--- src/rtl/brisc_pkg.sv ---
// Shared BRISC constants and helpers used by
// the pipeline stages and the elastic buffers.
package brisc_pkg;

  localparam int XLEN = 32;
  localparam int ELASTIC_DEFAULT_DEPTH = 2;

  function automatic int ptr_w(input int depth);
    return (depth > 1) ? $clog2(depth) : 1;
  endfunction

endpackage

--- src/rtl/elastic_reg_ctrl.sv ---
// Pointer, occupancy and handshake control for an elastic buffer.
// ELASTIC_REG_BYPASS_EN enables the empty-buffer fall-through path.
module elastic_reg_ctrl
  import brisc_pkg::*;
#(
  parameter int DEPTH = ELASTIC_DEFAULT_DEPTH,
  localparam int PW = ptr_w(DEPTH),
  localparam int CW = $clog2(DEPTH + 1)
) (
  input  logic          clk,
  input  logic          reset,
  input  logic          flush,
  input  logic          in_valid,
  input  logic          out_ready,
  output logic          in_ready,
  output logic          out_valid,
  output logic          wr_en,
  output logic [PW-1:0] wr_ptr,
  output logic [PW-1:0] rd_ptr,
  output logic [CW-1:0] count
);

  logic empty;
  logic full;
  logic push;
  logic pop;
  logic byp_take;

  assign empty    = (count == '0);
  assign full     = (count == CW'(DEPTH));
  assign in_ready = !full;

`ifdef ELASTIC_REG_BYPASS_EN
  // Empty buffer lets a beat fall straight through to the consumer.
  assign out_valid = !empty | (!flush & in_valid);
  assign byp_take  = empty & !flush & in_valid & out_ready;
`else
  assign out_valid = !empty;
  assign byp_take  = 1'b0;
`endif

  assign push  = in_valid & in_ready & !byp_take;
  assign pop   = !empty & out_ready;
  assign wr_en = push & !flush;

  function automatic logic [PW-1:0] nxt(input logic [PW-1:0] p);
    return (p == PW'(DEPTH - 1)) ? '0 : p + PW'(1);
  endfunction

  always_ff @(posedge clk or posedge reset) begin
    if (reset) begin
      wr_ptr <= '0;
      rd_ptr <= '0;
      count  <= '0;
    end else if (flush) begin
      wr_ptr <= '0;
      rd_ptr <= '0;
      count  <= '0;
    end else begin
      if (push) wr_ptr <= nxt(wr_ptr);
      if (pop)  rd_ptr <= nxt(rd_ptr);
      case ({push, pop})
        2'b10:   count <= count + CW'(1);
        2'b01:   count <= count - CW'(1);
        default: count <= count;
      endcase
    end
  end

`ifndef SYNTHESIS
  always @(posedge clk) begin
    if (!reset) begin
      assert (count <= CW'(DEPTH));
      assert (!(push && full));
      assert (!(pop && empty));
    end
  end
`endif

endmodule

--- src/rtl/elastic_reg.sv ---
// DEPTH-entry elastic pipeline buffer with flush and defined empty output.
// ELASTIC_REG_BYPASS_EN adds a zero-latency path when the buffer is empty.
module elastic_reg
  import brisc_pkg::*;
#(
  parameter int               WIDTH       = XLEN,
  parameter int               DEPTH       = ELASTIC_DEFAULT_DEPTH,
  parameter logic [WIDTH-1:0] RESET_VALUE = '0
) (
  input  logic                       clk,
  input  logic                       reset,
  input  logic                       flush,
  input  logic                       in_valid,
  output logic                       in_ready,
  input  logic [WIDTH-1:0]           in_data,
  output logic                       out_valid,
  input  logic                       out_ready,
  output logic [WIDTH-1:0]           out_data,
  output logic [$clog2(DEPTH+1)-1:0] count
);

  localparam int PW = ptr_w(DEPTH);

  logic             wr_en;
  logic [PW-1:0]    wr_ptr;
  logic [PW-1:0]    rd_ptr;
  logic [WIDTH-1:0] mem [DEPTH];

  elastic_reg_ctrl #(
    .DEPTH(DEPTH)
  ) u_ctrl (
    .clk      (clk),
    .reset    (reset),
    .flush    (flush),
    .in_valid (in_valid),
    .out_ready(out_ready),
    .in_ready (in_ready),
    .out_valid(out_valid),
    .wr_en    (wr_en),
    .wr_ptr   (wr_ptr),
    .rd_ptr   (rd_ptr),
    .count    (count)
  );

  always_ff @(posedge clk or posedge reset) begin
    if (reset) begin
      for (int i = 0; i < DEPTH; i++) mem[i] <= RESET_VALUE;
    end else if (wr_en) begin
      mem[wr_ptr] <= in_data;
    end
  end

  always_comb begin
    out_data = RESET_VALUE;
    if (count != '0) begin
      out_data = mem[rd_ptr];
`ifdef ELASTIC_REG_BYPASS_EN
    end else if (!flush && in_valid) begin
      out_data = in_data;
`endif
    end
  end

endmodule

--- config.mk ---
export PLATFORM = sky130hd
export DESIGN_NAME = elastic_reg
export DESIGN_NICKNAME = d
export VERILOG_FILES = /design/src/rtl/brisc_pkg.sv /design/src/rtl/elastic_reg_ctrl.sv /design/src/rtl/elastic_reg.sv
export SDC_FILE = /design/constraint.sdc
export NUM_CORES = 1
export LEC_CHECK = 0
export ABC_AREA = 1
export CAP_MARGIN = 20
export CORE_MARGIN = 5
export CORE_UTILIZATION = 52
export CTS_CLUSTER_SIZE = 28
export DETAILED_ROUTE_END_ITERATION = 8
export GPL_TIMING_DRIVEN = 0
export PLACE_DENSITY = 0.82
export SYNTH_ARGS = -nofsm -noshare
export SYNTH_HDL_FRONTEND = slang
export SYNTH_HIERARCHICAL = 1
export SYNTH_SLANG_ARGS = --single-unit
export TNS_END_PERCENT = 1
--- constraint.sdc ---
create_clock -name clk -period 5.15 [get_ports clk]
set_clock_uncertainty 0.05 [all_clocks]
set_input_delay 1.2875 -clock clk [delete_from_list [all_inputs] [get_ports clk]]
set_output_delay 1.2875 -clock clk [all_outputs]
set_load 0.01 [all_outputs]
; ---- Word-level counts from Yosys, hierarchy flattened
; Cells that the tools add are included.
; Widths: inputs -> output; s select.
[totals]
reg_bits = 68
inputBits = 37
out_inout_bits = 36
wordCells = 44
[op_classes]
n_addsub = 4
order_cmp = 3
n_eq_ne = 3
mux = 15
n_bitwise = 5
reduce_logical = 9
[ops]
columns = op, n
row1 = $mux 32, 5
row2 = $bwmux 64, 1
row3 = $demux 32 s1, 1
row4 = $mux 1, 6
row5 = $reduce_bool 2->1, 3
row6 = $eq 2x2->1 const B, 2
row7 = $ge 2x2->1 const B, 2
row8 = $not 1->2, 2
row9 = $pmux 2 s2, 1
row10 = $and 1x1->1, 3
row11 = $logic_not 1->1, 3
row12 = $reduce_bool 3->1, 1
row13 = $add 1x1->1 const B, 2
row14 = $add 2x1->2 const B, 1
row15 = $eq 2x1->1 const B, 1
row16 = $logic_not 2->1, 1
row17 = $lt 2x1->1 const B, 1
row18 = $mux 2, 1
row19 = $sub 2x1->2 const B, 1
row20 = $logic_and 1x1->1, 1

; ---- Logic depth before layout (Yosys ltp)
[depth]
depth_word = 6
mapped_depth = 10
mapped_depth_nobuf = 8

; ---- By module
; Netlist, hierarchy kept.
[modules_own_cells]
columns = module, n_inst, cells_per_inst, area_each_um2, seq_area_each_um2
row1 = elastic_reg, 1, 452, 3184.3, 1601.5
row2 = elastic_reg_ctrl, 1, 36, 250.2, 100.1

; ---- Worst setup path before layout
; Ideal clock, no wire load.
[synth_path]
kind = reg2out
from = register u_ctrl.count[1]
to = output port out_data[0]
t_arrival_ns = 1.010
required_time_ns = 3.813
path_slack_ns = 2.802
path_stages_with_launch = 6
n_path_buf = 1
path_cell_list = dfrtp_1 inv_1 nand2_1 buf_2 nand2_1 nor2_1
[synth_between]
elab_chain_cells = 2
[synth_lines]
columns = item, line
row1 = start: declaration, elastic_reg_ctrl.sv:20  ; output logic [CW-1:0] count
row2 = start signal: assignment, elastic_reg_ctrl.sv:63  ; 2'b10: count <= count + CW'(1);
row3 = start signal: assignment, elastic_reg_ctrl.sv:64  ; 2'b01: count <= count - CW'(1);
row4 = start signal: assignment, elastic_reg_ctrl.sv:65  ; default: count <= count;
row5 = $reduce_bool 2->1, elastic_reg.sv:55  ; if (count != '0) begin
row6 = $mux 32, elastic_reg.sv:55
row7 = end: declaration, elastic_reg.sv:18  ; output logic [WIDTH-1:0] out_data,
; Every way passes these cells.

; ---- Worst setup path after layout
[layout_path]
from = register u_ctrl.count[1]
to = output port out_data[16]
; The elaborated chain is that of the path after synthesis.

==> flow_metrics.tcl <==
set metrics [dict create \
    power.ir.vdd_worst_uv 346 \
    r2r.worst_path.cells 9 \
    fin_tns_setup_ns 0 \
    critical_path.reg2reg.endpoint "mem[60]" \
    top_layer "met4" \
    final_critical_path_setup_slack_ns 1.72 \
    final_max_slew_viol_count 0 \
    worst_setup_path_start_kind "flip-flop" \
    final_min_period_ns 3.43 \
    routed-via-count 3189 \
    post_route_cells_drive_above_1_share_pct 9.20 \
    cts_resized 0 \
    critical_path.endpoint "out_data[16]" \
    max_cap_violations 0 \
    place_worst_setup_slack_ns 2.10 \
    critical_path_arrival_ns 2.09 \
    chipHeight_um 91.3 \
    timing.setup.critical_path_class "flip-flop to output pin" \
    number_of_placed_i_o_pins 73 \
    hold_viol_final 0 \
    max_freq_mhz 292 \
    viasPerCell 4.88 \
    timing.critical_path.from "u_ctrl/count[1]" \
    met1_length_um 3650 \
    critical_path_peak_fanout 10 \
    synth_cell_types 17 \
    setup-violations-final 0 \
    std_cell_rows 29 \
    ys.warnings.count 6 \
    fp.coreArea_um2 6390 \
    final_cell_mix "231 x sky130_fd_sc_hd__nand2_1, 72 x sky130_fd_sc_hd__clkdlybuf4s50_1, 68 x sky130_fd_sc_hd__nor2_1, 68 x sky130_fd_sc_hd__dfrtp_1, 42 x sky130_fd_sc_hd__inv_1" \
    timing_worst_slew_pin_value_ns 0.505 \
    wl_met2_um 3990 \
    cts_max_level 3 \
    cts.clk_slew.worst_paths_ns 0.07 \
    postLayoutCoreUtil_pct 69.5 \
    post_cts_hold_buffer_count 0 \
    outcome "finished clean" \
    required_ns 3.81 \
    grt_max_degree 43 \
    number_of_antenna_violations_at_the_first_check_in_global_routing 0 \
    placement.io_buffers 72 \
    layout_commonest_cell "sky130_fd_sc_hd__nand2_1" \
    via_count_of_the_first_global_routing_pass 3174 \
    post_route_clock_period_utilization_pct 66.6 \
    clock_tree.buffer_depth 2 \
    netlist_top_cells_area "sky130_fd_sc_hd__dfrtp_1 50%, sky130_fd_sc_hd__nand2_1 25%, sky130_fd_sc_hd__nor2_1 7.4%" \
    globalRouteTotalUtil_pct 20.9 \
    number_of_storage_elements_in_the_synthesis_netlist 68 \
    timing.critical_path.to_type "output pin" \
    gpl.final_weighted_congestion 0.806 \
    min-delay-path-class "flip-flop to flip-flop" \
    placed_cell_area_um2 4270 \
    area.growth.synth_to_final_pct 29.3 \
    grt_pass1_wl_um 14200 \
    route.met3.wl_um 569 \
    diodes 0 \
    tritoncts "built" \
    floorplan.initialDensity_pct 53.8 \
    yosysSeqAreaShare_pct 49.5 \
    reg2reg_slack_ns 3.58 \
    fin_nets 609 \
    power.static_leakage_nw 2.37 \
    cts_buffers 9 \
    syn-num-nets 525 \
    drt_wl_cell_um 12.8 \
    clock-root-buffer "sky130_fd_sc_hd__clkbuf_8" \
    powerDensity_nw_per_um2 555 \
    remaining_drc_errors 0 \
    latest_clock_arrival_within_the_worst_skew_pair_ns 0.34 \
    drt-initial-drc-count 187 \
    numClockSinks 68 \
    cts_post_setup_buffers_inserted 0 \
    grt.overflow.total 0 \
    syn-instance-count 488 \
    die_w_um 91.3 \
    yosysTopAreaCellShare_pct 49.5 \
    grt_setup_unrepaired "no" \
    worst_r2r_startpoint "u_ctrl/count[0]" \
    slew-limit-headroom_pct 66.3 \
    final_design_area_no_fill_um2 4440 \
    synth_top_area_cell "sky130_fd_sc_hd__dfrtp_1" \
    drt-total-wl_um 8330 \
    drt.antenna.violating_nets 0 \
    drt-pass1-iter-count 5 \
    die-area_um2 8330 \
    post-dp-hpwl_um 5930 \
    synthesis.area_um2 3430 \
    post_synth.cell_area_avg_um2 7.04 \
]
stage by stage:
step | total power, mW | instances | hold slack (ns)
floorplan | 1.59 | 488 | 0.377
global route | 2.69 | 653 | 0.443
CTS | 2.48 | 653 | 0.424
detailed placement | 2.09 | 638 | 0.408
global placement | 2.04 | 637 | 0.394
finish | 2.46 | 653 | 0.421
layout make-up:
| type | count | area [um^2] |
|---|---|---|
| Sequential cell | 68 | 1700 |
| Inverter | 45 | 169 |
| Multi-Input combinational cell | 348 | 1400 |
| Clock buffer | 13 | 159 |
| Tap cell | 77 | 96.3 |
| Timing Repair Buffer | 73 | 741 |
| Clock inverter | 2 | 10.0 |
| Buffer | 27 | 166 |
| Fill cell | 556 | 1950 |
synth_stat cells:
library cell and n:
sky130_fd_sc_hd__a21oi_1 2, sky130_fd_sc_hd__buf_2 19, sky130_fd_sc_hd__buf_4 5, sky130_fd_sc_hd__buf_6 3, sky130_fd_sc_hd__dfrtp_1 68, sky130_fd_sc_hd__inv_1 43
sky130_fd_sc_hd__inv_2 2, sky130_fd_sc_hd__nand2_1 231, sky130_fd_sc_hd__nand2_2 5, sky130_fd_sc_hd__nand2_4 1, sky130_fd_sc_hd__nand3_1 34, sky130_fd_sc_hd__nor2_1 68
sky130_fd_sc_hd__nor2_2 2, sky130_fd_sc_hd__nor2_8 1, sky130_fd_sc_hd__nor3_1 1, sky130_fd_sc_hd__o21ai_0 2, sky130_fd_sc_hd__o21ai_1 1
registers in the layout, indices dropped and copies added (netlist names):
signal and count:
u_ctrl/rd_ptr 1, u_ctrl/wr_ptr 1, mem 64, u_ctrl/count 2
cells by family (layout without fill, tap and decap cells):
kind of cell           Yosys count  count (layout)  share of synthesized area (%)
buffers and inverters           72             160                           9.76
DFF                             68              68                           49.5
AOI/OAI and AO/OA                5               5                          0.728
and+or+nand+nor                343             343                           40.0
power breakdown:
part           total [mW]  switching [mW]  internal (mW)
combinational        1.16           0.622          0.535
sequential          0.915           0.137          0.778
clock               0.392           0.195          0.197
routing by layer:
metal  track usage (%)  vias up
met5                 0        -
met4              5.75        0
met3              5.45       10
met2              34.6      112
met1              27.1     1455
li1                  -     1612
worst min-delay path by stage:
stage | slack [ns] | from | cells past startpoint | end
after floorplan | 0.38 | u_ctrl/rd_ptr | 1 | u_ctrl/rd_ptr
after global placement | 0.39 | u_ctrl/rd_ptr | 1 | u_ctrl/rd_ptr
after detailed placement | 0.41 | mem[18] | 2 | mem[18]
after CTS | 0.42 | u_ctrl/rd_ptr | 1 | u_ctrl/rd_ptr
after global routing | 0.44 | mem[2] | 2 | mem[2]
final | 0.42 | mem[14] | 2 | mem[14]
worst max-delay path, stage by stage (launching register included):
cell and delay [ns]:
sky130_fd_sc_hd__dfrtp_1 0.45, sky130_fd_sc_hd__inv_1 0.06, sky130_fd_sc_hd__nand2_1 0.18, sky130_fd_sc_hd__buf_2 0.27
sky130_fd_sc_hd__nand2_1 0.08, sky130_fd_sc_hd__nor2_1 0.14, sky130_fd_sc_hd__clkdlybuf4s50_1 0.56
Power figures use the tool's default switching activity.
